[config.mk]
export PLATFORM = sky130hd
export DESIGN_NAME = acc_reg_stage_flat
export DESIGN_NICKNAME = d
export VERILOG_FILES = /design/src/rtl/acc_pkg.sv /design/src/rtl/acc_reg_stage_if.sv /design/src/rtl/acc_reg_stage_mem_wait_timer.sv /design/src/rtl/acc_reg_stage.sv /design/src/flat_wrapper.sv
export SDC_FILE = /design/constraint.sdc
export NUM_CORES = 1
export LEC_CHECK = 0
export ABC_AREA = 1
export CAP_MARGIN = 10
export CORE_MARGIN = 2
export CORE_UTILIZATION = 38
export CTS_BUF_LIST = sky130_fd_sc_hd__clkbuf_16
export DETAILED_ROUTE_END_ITERATION = 12
export GPL_ROUTABILITY_DRIVEN = 1
export GPL_TIMING_DRIVEN = 0
export PLACE_DENSITY_LB_ADDON = 0.2
export SLEW_MARGIN = 20
export SYNTH_ARGS = -nofsm -noshare
export SYNTH_HDL_FRONTEND = slang
export SYNTH_SLANG_ARGS = --single-unit
[constraint.sdc]
create_clock -name clk -period 1.25 [get_ports clk]
set_clock_uncertainty 0.15 [all_clocks]
set_input_delay 0.25 -clock clk [delete_from_list [all_inputs] [get_ports clk]]
set_output_delay 0.25 -clock clk [all_outputs]
set_load 0.05 [all_outputs]
[src/rtl/acc_pkg.sv]
`timescale 1ns/1ps
// Shared accumulator-path definitions: source-select codes, FSM states, default sizing.
// Also used by the controller and the accumulator source mux.
package acc_pkg;

    localparam int ACC_DW_DEF      = 8;
    localparam int MEM_TIMEOUT_DEF = 16;

    localparam logic [1:0] SRC_IMM = 2'd0;
    localparam logic [1:0] SRC_REG = 2'd1;
    localparam logic [1:0] SRC_MEM = 2'd2;
    localparam logic [1:0] SRC_ALU = 2'd3;

    typedef enum logic {
        IDLE     = 1'b0,
        WAIT_MEM = 1'b1
    } acc_state_t;

endpackage

[src/rtl/acc_reg_stage_if.sv]
`timescale 1ns/1ps
// Accumulator stage bus: mux data/control in, registered value, flags and stall out.
// Master is the controller/mux side, slave is the accumulator register.
interface acc_reg_stage_if
    import acc_pkg::*;
#(
    parameter int DW = ACC_DW_DEF
);
    logic [DW-1:0] acc_din;
    logic [1:0]    src_sel;
    logic          acc_we;
    logic          mem_valid;
    logic          err_clr;
    logic [DW-1:0] acc_q;
    logic          zero_flag;
    logic          neg_flag;
    logic          stall;
    logic          mem_timeout_err;

    modport master (
        output acc_din, src_sel, acc_we, mem_valid, err_clr,
        input  acc_q, zero_flag, neg_flag, stall, mem_timeout_err
    );

    modport slave (
        input  acc_din, src_sel, acc_we, mem_valid, err_clr,
        output acc_q, zero_flag, neg_flag, stall, mem_timeout_err
    );
endinterface

[src/rtl/acc_reg_stage_mem_wait_timer.sv]
`timescale 1ns/1ps
// Memory-wait cycle counter: start loads 1, runs while non-zero, clear returns to 0.
// Latency 0 on expired (pure decode of the count); no backpressure.
module mem_wait_timer
    import acc_pkg::*;
#(
    parameter int MEM_TIMEOUT = MEM_TIMEOUT_DEF
) (
    input  logic clk,
    input  logic reset_n,
    input  logic start,
    input  logic clear,
    output logic expired
);
    localparam int            CW   = $clog2(MEM_TIMEOUT);
    localparam logic [CW-1:0] LAST = CW'(MEM_TIMEOUT - 1);

    logic [CW-1:0] r_cnt;

    always_ff @(posedge clk or negedge reset_n) begin
        if (!reset_n) begin
            r_cnt <= '0;
        end else if (clear) begin
            r_cnt <= '0;
        end else if (start) begin
            r_cnt <= CW'(1);
        end else if (r_cnt != '0) begin
            r_cnt <= r_cnt + CW'(1);
        end
    end

    assign expired = (r_cnt == LAST);

endmodule

[src/rtl/acc_reg_stage.sv]
`timescale 1ns/1ps
// Accumulator register with zero/neg flags; non-memory writes land 1 cycle after acc_we.
// Backpressure: stall holds fetch while a memory load waits, aborted after MEM_TIMEOUT cycles.
module acc_reg_stage
    import acc_pkg::*;
#(
    parameter int DW          = ACC_DW_DEF,
    parameter int MEM_TIMEOUT = MEM_TIMEOUT_DEF
) (
    input  logic           clk,
    input  logic           reset_n,
    acc_reg_stage_if.slave bus
);
    acc_state_t    r_state;
    logic [DW-1:0] r_acc;
    logic          r_zero;
    logic          r_neg;
    logic          r_err;

    logic w_is_idle;
    logic w_is_wait;
    logic w_start;
    logic w_cap;
    logic w_expired;
    logic w_timeout;
    logic w_clear;

    assign w_is_idle = (r_state == IDLE);
    assign w_is_wait = (r_state == WAIT_MEM);
    assign w_start   = w_is_idle && bus.acc_we && (bus.src_sel == SRC_MEM) && !bus.mem_valid;
    assign w_cap     = (w_is_idle && bus.acc_we && !w_start) || (w_is_wait && bus.mem_valid);
    assign w_timeout = w_is_wait && !bus.mem_valid && w_expired;
    assign w_clear   = w_is_wait && (bus.mem_valid || w_expired);

    mem_wait_timer #(
        .MEM_TIMEOUT (MEM_TIMEOUT)
    ) u_timer (
        .clk     (clk),
        .reset_n (reset_n),
        .start   (w_start),
        .clear   (w_clear),
        .expired (w_expired)
    );

    always_ff @(posedge clk or negedge reset_n) begin
        if (!reset_n) begin
            r_state <= IDLE;
            r_acc   <= '0;
            r_zero  <= 1'b1;
            r_neg   <= 1'b0;
            r_err   <= 1'b0;
        end else begin
            case (r_state)
                IDLE:     if (w_start) r_state <= WAIT_MEM;
                WAIT_MEM: if (w_clear) r_state <= IDLE;
                default:  r_state <= IDLE;
            endcase
            if (w_cap) begin
                r_acc  <= bus.acc_din;
                r_zero <= (bus.acc_din == '0);
                r_neg  <= bus.acc_din[DW-1];
            end
            // A timeout on the same edge as err_clr must stay visible.
            if (w_timeout) begin
                r_err <= 1'b1;
            end else if (bus.err_clr) begin
                r_err <= 1'b0;
            end
        end
    end

    assign bus.acc_q           = r_acc;
    assign bus.zero_flag       = r_zero;
    assign bus.neg_flag        = r_neg;
    assign bus.mem_timeout_err = r_err;
    assign bus.stall           = reset_n && (w_start || (w_is_wait && !bus.mem_valid));

endmodule

[src/flat_wrapper.sv]
// flat-port wrapper written by rule: the top's interface ports become plain ports
module acc_reg_stage_flat import acc_pkg::*;
#(
    parameter int DW          = ACC_DW_DEF,
    parameter int MEM_TIMEOUT = MEM_TIMEOUT_DEF
)
  (clk, reset_n, bus_acc_din, bus_src_sel, bus_acc_we, bus_mem_valid, bus_err_clr, bus_acc_q, bus_zero_flag, bus_neg_flag, bus_stall, bus_mem_timeout_err);
  acc_reg_stage_if #(.DW(DW)) bus_i ();
  input  logic clk;
  input  logic reset_n;
  input wire logic [$bits(bus_i.acc_din)-1:0] bus_acc_din;
  input wire logic [$bits(bus_i.src_sel)-1:0] bus_src_sel;
  input wire logic [$bits(bus_i.acc_we)-1:0] bus_acc_we;
  input wire logic [$bits(bus_i.mem_valid)-1:0] bus_mem_valid;
  input wire logic [$bits(bus_i.err_clr)-1:0] bus_err_clr;
  output wire logic [$bits(bus_i.acc_q)-1:0] bus_acc_q;
  output wire logic [$bits(bus_i.zero_flag)-1:0] bus_zero_flag;
  output wire logic [$bits(bus_i.neg_flag)-1:0] bus_neg_flag;
  output wire logic [$bits(bus_i.stall)-1:0] bus_stall;
  output wire logic [$bits(bus_i.mem_timeout_err)-1:0] bus_mem_timeout_err;
  assign bus_i.acc_din = bus_acc_din;
  assign bus_i.src_sel = bus_src_sel;
  assign bus_i.acc_we = bus_acc_we;
  assign bus_i.mem_valid = bus_mem_valid;
  assign bus_i.err_clr = bus_err_clr;
  assign bus_acc_q = bus_i.acc_q;
  assign bus_zero_flag = bus_i.zero_flag;
  assign bus_neg_flag = bus_i.neg_flag;
  assign bus_stall = bus_i.stall;
  assign bus_mem_timeout_err = bus_i.mem_timeout_err;
  acc_reg_stage #(.DW(DW), .MEM_TIMEOUT(MEM_TIMEOUT)) u_core (.clk(clk), .reset_n(reset_n), .bus(bus_i));
endmodule
======== After elaboration in Yosys (flattened, before gate mapping) ========
Index checks and enable logic that the tools add are counted.
word-level totals
  register bits after elaboration ......... 16
  bits of input ports ..................... 15
  output and inout port bits .............. 12
  word-level logic and storage cells ...... 36
cells by class
  $add $sub $neg .......................... 1
  equality and inequality tests ........... 2
  muxes and demuxes ....................... 8
  bitwise gates (word level) .............. 1
  reductions and logical operators ........ 18
operators with widths
  operator               number
  $mux W4                3
  $logic_and A1 B1 Y1    9
  $logic_not A8 Y1       1
  $add A4 B1 Y4 const B  1
  $eq A4 B4 Y1 const B   1
  $mux W1                4
  $reduce_bool A4 Y1     1
  $logic_or A1 B1 Y1     3
  $reduce_bool A3 Y1     1
  $eq A2 B2 Y1 const B   1
  $logic_not A1 Y1       2
  $pmux W1 S2            1
  $reduce_bool A2 Y1     1
  $not A1 Y1             1

======== Logic depth before layout (Yosys ltp) ========
  depth after elaboration ................. 7
  depth in mapped cells ................... 7
  gate-level depth less buffers ........... 7

======== Cells and area by module ========
From an unflattened synthesis, not the netlist that was laid out.
second synthesis, totals
  cells, all modules ...................... 97
  area, all modules ....................... 803.3 um^2
by module, submodules not included
  module          instances  cells an instance  area each (um^2)  seq. area each (um^2)
  acc_reg_stage   1          64                 536.8             276.5
  mem_wait_timer  1          33                 266.5             100.1

======== Worst setup path before layout ========
Ideal clock, no wire load.
  kind .................................... register to output
  from .................................... reg u_core.r_state
  to ...................................... out bus_stall
  data arrival time ....................... 1.807 ns
  data required time ...................... 0.850 ns
  slack ................................... -0.957 ns
  cell stages (with the launch flop) ...... 4
  path buffers ............................ 0
  cell sequence ........................... dfrtp_1 nor2_2 nand3_1 a21boi_0
between the ends
  cells in the longest elaborated chain, start to end .. 6
  elaborated cells between the ends (all ways) .. 7
  classes of those cells .................. 1 x bitwise; 6 x reduce/logical
RTL lines
  what                               RTL line             RTL
  start, declared                    acc_reg_stage.sv:14  acc_state_t r_state;
  start signal, assigned             acc_reg_stage.sv:47  r_state <= IDLE;
  start signal, assigned             acc_reg_stage.sv:54  IDLE: if (w_start) r_state <= WAIT_MEM;
  start signal, assigned             acc_reg_stage.sv:55  WAIT_MEM: if (w_clear) r_state <= IDLE;
  $not A1 Y1                         --
  $logic_and A1 B1 Y1 (3 in series)  acc_reg_stage.sv:30  assign w_start = w_is_idle && bus.acc_we && (bus.src_sel == SRC_MEM) && !bus.mem_valid;
  $logic_or A1 B1 Y1 *               acc_reg_stage.sv:76  assign bus.stall = reset_n && (w_start || (w_is_wait && !bus.mem_valid));
  $logic_and A1 B1 Y1 *              acc_reg_stage.sv:76
  end, declared                      flat_wrapper.sv:19   output wire logic [$bits(bus_i.stall)-1:0] bus_stall;
Every way passes the cells marked *; elsewhere a longest branch is shown, timed or not.

======== Final worst setup path ========
Same ends and word-level chain as after synthesis.

==> out/results.tsv <==
metric	value	unit
status	finished with violations	
failing checks	negative hold slack, negative setup slack	
TritonCTS Sinks	15	
RSZ-0062 raised after global routing	true	
Initial Utilization	0.414	
die width	48.1	um
Seq pwr share	0.314	
grt ovf	0	
internal reg-to-reg setup slack	-0.09	ns
max-cap viol count	0	
CP Max Fanout	3	
Mapped Nets	109	
worst slew pin tran	0.420	ns
Final nets	157	
CP Class	reg -> out	
Num CTS Buffers	3	
Seq/Total Area, Yosys	0.510	
FF+latch count, synth	15	
standard-cell row count	15	
I/O pins	27	
Synth top area share	0.475	
Skew-Pair Late Insertion Delay	0.24	ns
total wire length	2280	um
CTS tree	yes	
Final Hold Fails	14	
Worst setup EP type	primary output	
Clk Tree Root Cell	clkbuf_16	
ratio of cells with drive above 1 in the final layout	0.460	
fin util	0.766	
Final Cycle Share	1.29	
hold_ws	-0.126	ns
worst r2r src	u_core.u_timer.r_cnt[0]	
final total power	2.25	mW
full die area	0.00231	mm^2
chip height	48.1	um
area grow syn2layout	85.1	%
VDD IR max	1080	uV
min cycle time layout	1.61	ns
sw frac	0.375	
share of total power in the clock network	0.276	
normalized max-slew margin	0.720	
CTS H-Tree Depth	1	
Port Buf Inserts	26	
Core Area	0.00178	mm^2
final worst setup slack	-0.359	ns
Critical Path AT	1.21	ns
Final HPWL DP	1230	um
cell taking the most area after synthesis	dfrtp_1	
Comb power frac	0.410	
Clock Tree Buf Depth	2	
Tightest Hold Check Type	in -> async	
Power Internal	1.40	mW
GPL Wtd Cong	0.721	
Synth Area per Inst	8.02	um^2
post-synthesis cell area	738	um^2
DRT Pass-1 Iters	4	
Synth Instances	92	
global-route usage over all layers	0.184	
DRT antenna net count	0	
CP startpoint	u_core.r_state	
via count	829	
P_sw	0.841	mW
vias in the first global route	713	
Leak	0.696	nW
Synth area leaders	dfrtp_1 47%, nand2_1 16%, nand3_1 9.5%	
drt wl/cell	13.9	um
vias per cell	5.05	
Synth cell types	16	
final setup fails	16	
first-pass GRT wire length	2920	um
Max Slew Vio Count	0	
PD cells	1640	mW/mm^2
# diodes	0	
Worst-path clk slew	0.05	ns
Ys Warns	0	
Startpoint Class	flop	
most frequent cells in the layout	20 x nand2_1, 20 x buf_4, 13 x dfrtp_1, 12 x nand3_1, 11 x nand2_2	
initial antenna violation count	0	
Data required, critical path	0.85	ns
Placement Setup Slack	-1.47	ns
DRC Markers	0	
Peak Freq	0.621	GHz
maximum number of pins on one net before global-route repair	17	
First DRT Iteration DRCs	28	
path summary, 6_finish.rpt:
| kind | end | cells past startpoint |
|---|---|---|
| worst max-delay path | bus_stall | 4 |
| worst min-delay path | u_core.u_timer.r_cnt[3] | 1 |
| worst max register to register | u_core.u_timer.r_cnt[3] | 6 |
| worst min register to register | u_core.bus.zero_flag | 2 |
| max in group asynchronous | u_core.bus.zero_flag | 1 |
| min in group clk | u_core.bus.mem_timeout_err | 4 |
flip-flops by register name, summed over array words and instances (netlist names):
signal,flops
u_core.bus.mem_timeout_err,1
u_core.bus.acc_q,8
u_core.bus.zero_flag,1
u_core.u_timer.r_cnt,4
u_core.r_state,1
layer usage:
| layer | routed length, um | track usage | up-vias | share of wire |
|---|---|---|---|---|
| met4 | 65 | 0.0649 | 0 | 0.029 |
| met3 | 152 | 0.0340 | 10 | 0.067 |
| met2 | 1180 | 0.328 | 46 | 0.52 |
| met5 | 0 | 0 | - | 0 |
| met1 | 876 | 0.220 | 386 | 0.38 |
| li1 | - | - | 387 | - |
layout make-up:
| cell class | count | area, um^2 |
|---|---|---|
| Clock buffer | 3 | 75.1 |
| Tap cell | 25 | 31.3 |
| Multi-Input combinational cell | 69 | 468 |
| Clock inverter | 1 | 3.75 |
| Timing Repair Buffer | 42 | 377 |
| Fill cell | 113 | 417 |
| Sequential cell | 15 | 378 |
| Inverter | 9 | 33.8 |
cells in the mapped netlist (all sizes together):
master   n
nand2   34
a21boi   1
o21ai    1
buf      1
nand3   14
o22ai    1
nor2    11
a21oi    1
dfstp    1
ha       2
dfrtp   14
inv      9
xor2     2
through the flow:
step	instance area (um^2)	setup TNS, ns	hold WS (ns)	instances
6_report	1370	-1.39	-0.126	164
5_1_grt	1370	-2.32	-0.0944	164
4_1_cts	1220	-2.06	-0.114	159
3_5_place_dp	1050	-11.64	0.329	143
3_3_place_gp	1050	-11.07	0.327	143
2_1_floorplan	756	-0.180	-0.196	92
power by group through the flow:
stage               clock network [mW]  registers, mW  logic, mW
floorplan                            0          0.820      0.351
global placement                     0          0.688      0.685
detailed placement                   0          0.694      0.707
CTS                              0.614          0.692      0.789
global route                     0.638          0.721      0.992
finish                           0.620          0.705      0.920
cells by family after synthesis:
| logic type | Yosys count | share of synthesized area |
|---|---|---|
| and+or+nand+nor | 59 | 0.344 |
| adders and majority gates | 2 | 0.0339 |
| xor gates and xnor gates | 2 | 0.0237 |
| buffers and inverters | 10 | 0.0559 |
| AOI/OAI and AO/OA | 4 | 0.0322 |
| DFF | 15 | 0.510 |
worst max-delay path: stages, from the launching register on:
cell and delay, ns:
dfrtp_1 0.41, nor2_4 0.13, nand3_4 0.10, a21boi_4 0.16, buf_6 0.17
repair_timing:
item,CTS,global route
endpoints found under the hold margin,14,14
gates cloned,1,1
resized for setup,87,33
setup endpoints to repair,26,24
setup buffers,12,4
pin swaps,8,12
(Power assumes the default switching activity.)
